$ cat src/rtl/mul_sequencer.sv
// Shift-add multiply sequencer for the MUL instruction: stalls the CPU while it
// iterates over the multiplier bits, then pulses done for one write-back cycle.
module mul_sequencer #(
   parameter int WIDTH      = 64,
   parameter bit EARLY_EXIT = 1'b1
) (
   input  logic             clk,
   input  logic             reset,
   input  logic             start,
   input  logic             abort,
   input  logic [WIDTH-1:0] op_a,
   input  logic [WIDTH-1:0] op_b,
   output logic             stall,
   output logic             busy,
   output logic             done,
   output logic [WIDTH-1:0] result
);

   // state | meaning
   // IDLE  | waiting for a decoded MUL; stall follows start combinationally
   // CALC  | one multiplier bit consumed per cycle, CPU frozen
   // DONE  | result valid, CPU writes back this cycle; start ignored
   typedef enum logic [1:0] {S_IDLE, S_CALC, S_DONE} state_t;

   localparam int CW = $clog2(WIDTH) + 1;
   localparam logic [CW-1:0] LAST_CNT = CW'(WIDTH - 1);

   state_t           state, state_nxt;
   logic [WIDTH-1:0] mcand, mplier, acc;
   logic [WIDTH-1:0] acc_upd, mplier_sh;
   logic [CW-1:0]    cnt;
   logic             last, load, finish;

   assign acc_upd   = mplier[0] ? acc + mcand : acc;
   assign mplier_sh = mplier >> 1;
   assign last      = (cnt == LAST_CNT) || (EARLY_EXIT && (mplier_sh == '0));

   always_ff @(posedge clk or negedge reset) begin
      if (!reset) state <= S_IDLE;
      else        state <= state_nxt;
   end

   always_comb begin
      state_nxt = state;
      stall     = 1'b0;
      load      = 1'b0;
      finish    = 1'b0;
      case (state)
         S_IDLE: begin
            if (start && !abort) begin
               stall     = 1'b1;
               load      = 1'b1;
               state_nxt = S_CALC;
            end
         end
         S_CALC: begin
            stall = 1'b1;
            // abort outranks completion: no result update, no done pulse
            if (abort) begin
               state_nxt = S_IDLE;
            end else if (last) begin
               finish    = 1'b1;
               state_nxt = S_DONE;
            end
         end
         S_DONE:  state_nxt = S_IDLE;
         default: state_nxt = S_IDLE;
      endcase
   end

   assign busy = (state == S_CALC);
   assign done = (state == S_DONE);

   always_ff @(posedge clk or negedge reset) begin
      if (!reset) begin
         mcand  <= '0;
         mplier <= '0;
         acc    <= '0;
         cnt    <= '0;
         result <= '0;
      end else if (load) begin
         mcand  <= op_a;
         mplier <= op_b;
         acc    <= '0;
         cnt    <= '0;
      end else if (state == S_CALC) begin
         acc    <= acc_upd;
         mcand  <= mcand << 1;
         mplier <= mplier_sh;
         cnt    <= cnt + CW'(1);
         if (finish) result <= acc_upd;
      end
   end

endmodule

$ cat config.mk
export PLATFORM = sky130hd
export DESIGN_NAME = mul_sequencer
export DESIGN_NICKNAME = d
export VERILOG_FILES = /design/src/rtl/mul_sequencer.sv
export SDC_FILE = /design/constraint.sdc
export NUM_CORES = 1
export LEC_CHECK = 0
export BUFFER_PORTS_ARGS = -buffer_cell sky130_fd_sc_hd__buf_2
export CAP_MARGIN = 20
export CORE_UTILIZATION = 50
export CTS_CLUSTER_DIAMETER = 50
export DETAILED_ROUTE_END_ITERATION = 8
export PLACE_DENSITY = 0.71
export SYNTH_ARGS = -nofsm -noshare
export SYNTH_HDL_FRONTEND = slang
export SYNTH_SLANG_ARGS = --single-unit
$ cat constraint.sdc
create_clock -name clk -period 4 [get_ports clk]
set_input_delay 0.4 -clock clk [delete_from_list [all_inputs] [get_ports clk]]
set_output_delay 0.4 -clock clk [all_outputs]
set_load 0.01 [all_outputs]
Word-level counts from Yosys, hierarchy flattened
Cells that the tools add are included.
{ "classes": {"n_addsub": 2, "n_eq_ne": 5, "mux": 19, "bitwise": 1, "reduce_logical": 8} }
{ "ops": {"columns": ["cell", "count"], "rows": [
  ["2-to-1 mux 64 bit", 7],
  ["adder 64 bit", 1],
  ["zero test 64 bit", 1],
  ["2-to-1 mux 7 bit", 2],
  ["adder 7 x 1 -> 7 bit (second input constant)", 1],
  ["== test 7 x 6 -> 1 bit (second input constant)", 1],
  ["2-to-1 mux 2 bit", 3],
  ["2-to-1 mux 1 bit", 5],
  ["one-hot mux 2 bit (2 select lines)", 1],
  ["!= test 3 x 2 -> 1 bit (second input constant)", 1],
  ["AND reduction 3 bit", 1],
  ["== test 2 x 1 -> 1 bit (second input constant)", 1],
  ["== test 2 bit (second input constant)", 1],
  ["zero test 2 bit", 1],
  ["!= test 2 bit (second input constant)", 1],
  ["one-hot mux 1 bit (2 select lines)", 1],
  ["AND reduction 2 bit", 1],
  ["nonzero test 2 bit", 1],
  ["logical AND 1 bit", 1],
  ["zero test 1 bit", 1],
  ["logical OR 1 bit", 1],
  ["inverter 1 bit", 1]
]} }
{ "word_totals": {"regBits": 265, "input_bits": 132, "output_inout_bits": 67, "elab_cells": 41} }

Depth between registers and ports, before layout
{ "depth": {"word_depth": 6, "mapped_depth": 14, "depth_no_buf": 14} }

Least setup slack after synthesis
No wires, ideal clock.
{ "synth_timing": {"path_kind": "flip-flop to flip-flop", "start": "register mcand[0]", "end": "register result[60]", "setup_ps": 118, "arrival_ps": 2936, "required_ps": 3882, "setup_slack_ps": 946, "path_stages_with_launch": 15, "n_path_buf": 0, "period_less_slack_ps": 3054, "path_cell_list": "dfrtp_1 -> ha_1 -> inv_1 -> fa_1 -> nor2b_1 -> o2111ai_1 -> a21boi_2 -> o41a_2 -> a31oi_2 -> o31ai_2 -> a21oi_1 -> a211oi_1 -> xnor2_1 -> a211oi_1 -> a21o_1"} }
{ "synth_between": {"elab_chain_len": 2} }
{ "synth_rtl": {"columns": ["item", "line_no", "rtl"], "rows": [
  ["start, declared", "29", "logic [WIDTH-1:0] mcand, mplier, acc;"],
  ["start signal, assigned", "82", "mcand <= op_a;"],
  ["start signal, assigned", "88", "mcand <= mcand << 1;"],
  ["adder 64 bit", "34", "assign acc_upd = mplier[0] ? acc + mcand : acc;"],
  ["2-to-1 mux 64 bit", "34", null],
  ["end signal, assigned", "91", "if (finish) result <= acc_upd;"],
  ["end, declared", "16", "output logic [WIDTH-1:0] result"]
]} }
Every way passes these cells.
A chain may end at the register's enable or synchronous reset.

Final worst setup path
{ "layout_timing": {"start": "register mcand[4]", "end": "register acc[63]"} }
{ "layout_between": {"elab_chain_len": 4} }
{ "layout_rtl": {"columns": ["item", "line_no", "rtl"], "rows": [
  ["adder 64 bit", "34", null],
  ["2-to-1 mux 64 bit", "34", null],
  ["2-to-1 mux 64 bit", "86", "end else if (state == S_CALC) begin"],
  ["2-to-1 mux 64 bit", "81", "end else if (load) begin"],
  ["end signal, assigned", "87", "acc <= acc_upd;"],
  ["end, declared", "29", null]
]} }
Every way passes these cells. The select of a mux whose other input is x is not followed.

==> impl_summary.txt <==
----------------------------------------------------
[Run status]
  Result of the run ... finished clean

[Drt]
  Total wirelength of the detailed-routed design ... around 40000 um
  Vias per Instance ... around 5.8
  ANT nets after route ... 0
  Post-detailed-route wirelength per cell ... between 15 and 20 um
  Length of the first detailed-routing pass in iterations ... 5
  Remaining DRCs ... 0
  Via Count ... around 13000
  Starting DRT DRC Count ... 940

[Die]
  Starting density of the core ... 0.511
  Ports ... roughly 200
  Die area ... between 30000 and 40000 sq um
  Core area ... about 29000 sq um
  Vertical die dimension ... ~170 um
  Number of rows in the core area ... between 60 and 70
  Width of the chip ... 173 um

[Clock network]
  H-tree lvl count ... 2
  Number of buffers inserted during clock tree synthesis ... 36
  Clock latency at the later pin of the worst-skew pair ... 520 ps
  Sinks on Clock Net ... 265
  Clock tree from TritonCTS ... yes
  Post-CTS clock slew at the launch and capture registers of the worst setup and hold paths ... around 60 ps
  Root buffer cell ... sky130_fd_sc_hd__clkbuf_16
  Maximum buffer depth of the clock tree ... 3

[Pwr]
  Switching power share of the total ... 0.400
  Gate power share ... 0.404
  Leakage ... about 0.0085 uW
  Overall power of the completed layout ... roughly 12000 uW
  Clock share of power ... 0.262
  Internal Pwr Total ... roughly 7300 uW
  Maximum VDD drop ... roughly 0.00043 V
  Power per Cell Area ... 709 nW/um^2
  Reported net switching power ... between 4000 and 5000 uW
  Part of the total power dissipated in sequential elements ... 0.335

[Worst setup path]
  CP Class ... reg -> reg
  Data required time of the worst path ... roughly 4400 ps
  Critical register-to-register path startpoint ... mcand[4]$_DFFE_PN0P_
  Cell count of the worst reg-to-reg path ... 12
  Setup slack of the worst register-to-register path ... between 400 and 500 ps
  Type of element launching the critical path ... flop
  Critical Path End Type ... flop
  Arrival time at the worst endpoint ... between 3000 and 4000 ps
  Critical Path Source ... mcand[4]$_DFFE_PN0P_
  CP Max Fanout ... 5

[Final layout]
  Ratio of cells with drive above 1 in the final layout ... 0.168
  Post-layout net count ... 1954
  Post-layout instance area ... approximately 17000 sq um
  Layout overhead on the synthesized area ... 17.0%

[Logic synthesis]
  Warning count from the yosys run ... 0
  Complex-gate fraction of the synthesized area ... 0.223
  EDFF count, synth ... 0
  Share of synthesized registers carrying an async set or reset ... 1.00
  Top cell types by occurrence after synthesis ... 387 x sky130_fd_sc_hd__nand2_1, 265 x sky130_fd_sc_hd__dfrtp_1, 126 x sky130_fd_sc_hd__a22oi_1
  Xor/xnor share of the synthesized area ... 0.0358
  Synth top area cells ... sky130_fd_sc_hd__dfrtp_1 45%, sky130_fd_sc_hd__nand2_1 9.9%, sky130_fd_sc_hd__a22oi_1 6.4%
  Synth Net Count ... between 1500 and 2000
  Cell area after synthesis ... approximately 15000 sq um
  Most common flop cell mapped by yosys ... sky130_fd_sc_hd__dfrtp_1
  Cell type contributing the most total cell area after synthesis ... sky130_fd_sc_hd__dfrtp_1
  Instance count of the mapped netlist ... 1609
  Avg Synthesized Cell Area ... slightly above 9 sq um
  Dominant combinational cell family by area after synthesis ... compound AO/OA/AOI/OAI gates
  Sequential fraction of the synthesis area ... 0.451
  Cell with the most instances after synthesis ... sky130_fd_sc_hd__nand2_1
  Mux share of post-synthesis cell area ... 0.0381
  Yosys cell types ... 66
  Share of the synthesized area in the top cell type ... 0.451
  Simple-gate portion of the synthesized area ... 0.162
  Number of storage elements in the synthesis netlist ... roughly 270
  Synth Area in Adders ... 0.0559

[Global route]
  Total global routing overflow ... 0
  Largest net degree at the start of global routing ... between 100 and 150
  Wire length of the first global-routing pass ... around 64000 um
  Total Routing Usage GR ... 0.261
  Number of antenna violations at the first check in global routing ... 4
  Via count of the first global-routing pass ... ~12000

[Timing]
  Pins over their slew limit ... 0
  Slew margin rel. ... 0.243
  RSZ-0062 raised after global routing ... false
  Final critical-path required period ... 3550 ps
  Final number of hold-violating endpoints ... 0
  Number of setup violations in the final report ... 0
  Tightest hold margin ... roughly 90 ps
  Transition time at the pin with the least slew margin ... ~1100 ps
  Setup skew after layout ... ~24 ps
  Share of the clock period used by the worst path after layout ... 0.889
  Fin Setup TNS ... 0 ps
  Highest clock rate ... between 200 and 300 MHz

[Hold path]
  Startpoint of the most critical hold path ... op_b[29]
  Count of cells along the worst hold path ... 3
  Tightest Hold Check Type ... in -> reg

[Placed design]
  Routability congestion estimate ... 0.940
  Post-DP HPWL ... ~27000 um
  Port Buffers ... roughly 200
  Placed cell areas ... roughly 16000 sq um

[Run]
  Total of max-cap violations ... 0

----------------------------------------------------
## cells in the final DEF, fill, tap and decap left out, types with 18 or more instances in the layout
cell type / synthesis / final
sky130_fd_sc_hd__a22o_1: 47 / 47
sky130_fd_sc_hd__buf_2: 9 / 197
sky130_fd_sc_hd__nand2_1: 387 / 387
sky130_fd_sc_hd__inv_1: 18 / 18
sky130_fd_sc_hd__nand4_1: 25 / 25
sky130_fd_sc_hd__a21o_1: 38 / 38
sky130_fd_sc_hd__nand3_1: 19 / 19
sky130_fd_sc_hd__a21oi_1: 77 / 77
sky130_fd_sc_hd__ha_1: 64 / 64
sky130_fd_sc_hd__xor2_1: 23 / 23
sky130_fd_sc_hd__nor4_1: 19 / 19
sky130_fd_sc_hd__o21ai_0: 98 / 98
sky130_fd_sc_hd__mux2i_1: 56 / 56
sky130_fd_sc_hd__xnor2_1: 37 / 37
sky130_fd_sc_hd__a22oi_1: 126 / 126
sky130_fd_sc_hd__clkbuf_16: 0 / 36
sky130_fd_sc_hd__nor2_1: 43 / 41
sky130_fd_sc_hd__dfrtp_1: 265 / 264
## sequential cells by signal, indices dropped and copies added (netlist names)
register,count
state,2
result,64
acc,64
cnt,7
mplier,64
mcand,64
## critical path, stage by stage (launching register included)
cell and delay (ps):
sky130_fd_sc_hd__dfrtp_1 400, sky130_fd_sc_hd__ha_1 370, sky130_fd_sc_hd__a21o_1 200, sky130_fd_sc_hd__a31o_1 210, sky130_fd_sc_hd__o211ai_1 350, sky130_fd_sc_hd__a211oi_2 170
sky130_fd_sc_hd__o2111a_2 320, sky130_fd_sc_hd__o2111ai_4 270, sky130_fd_sc_hd__a21oi_4 120, sky130_fd_sc_hd__a31oi_1 260, sky130_fd_sc_hd__mux2i_1 370, sky130_fd_sc_hd__o21ai_0 140
sky130_fd_sc_hd__a22o_1 250
## per-stage QoR
| step | setup slack, ps | utilization | std cells |
|---|---|---|---|
| global route | 201 | 0.597 | 2167 |
| CTS | 454 | 0.596 | 2166 |
| global placement | 601 | 0.554 | 2101 |
| finish | 445 | 0.597 | 2169 |
| detailed placement | 488 | 0.554 | 2101 |
| floorplan | 946 | - | 1609 |
## power by group through the flow
stage / registers, uW / logic [uW] / clock network, uW
after floorplan: 3880 / 3770 / 0
after global placement: 4070 / 4810 / 0
after detailed placement: 4100 / 4870 / 0
after CTS: 4070 / 4900 / 3240
after global routing: 4180 / 5460 / 3350
final: 4080 / 4920 / 3190
## worst paths after layout
check	end
worst max-delay path	acc[63]$_DFFE_PN0P_
worst min-delay path	mplier[29]$_DFFE_PN0P_
worst max register to register	acc[63]$_DFFE_PN0P_
worst min register to register	result[0]$_DFFE_PN0P_
max in group asynchronous	acc[40]$_DFFE_PN0P_
min in group asynchronous	result[6]$_DFFE_PN0P_
## final cells by class
| type | count | area, sq um |
|---|---|---|
| repair buffers | 217 | 1190 |
| clock inverters | 19 | 209 |
| fillers | 2511 | 11600 |
| clock buffers | 45 | 995 |
| flip-flops and latches | 265 | 6640 |
| well taps | 384 | 480 |
| multi-input cells | 1217 | 7600 |
| diodes | 2 | 5.00 |
| inverters | 20 | 77.6 |
## logic make-up after synthesis
group | after synthesis
simple gates | 555
fa+ha+maj | 65
xor+xnor | 60
mux | 56
buf+inv | 127
compound gates | 481
flops | 265
## metal layers
| layer | global-route usage | vias to the layer above | routed length, um |
|---|---|---|---|
| met1 | 0.373 | 6139 | 18200 |
| met3 | 0.0478 | 64 | 2290 |
| li1 | - | 6112 | - |
| met5 | 0 | - | 30 |
| met4 | 0.0737 | 4 | 766 |
| met2 | 0.405 | 354 | 17900 |
## repair_timing
item,CTS,global route
buffers inserted,0,0
gates resized for setup,0,0
endpoints found under the hold margin,81,0
endpoints found under the setup margin,0,0
hold buffers,1,0
(Power assumes the default switching activity.)
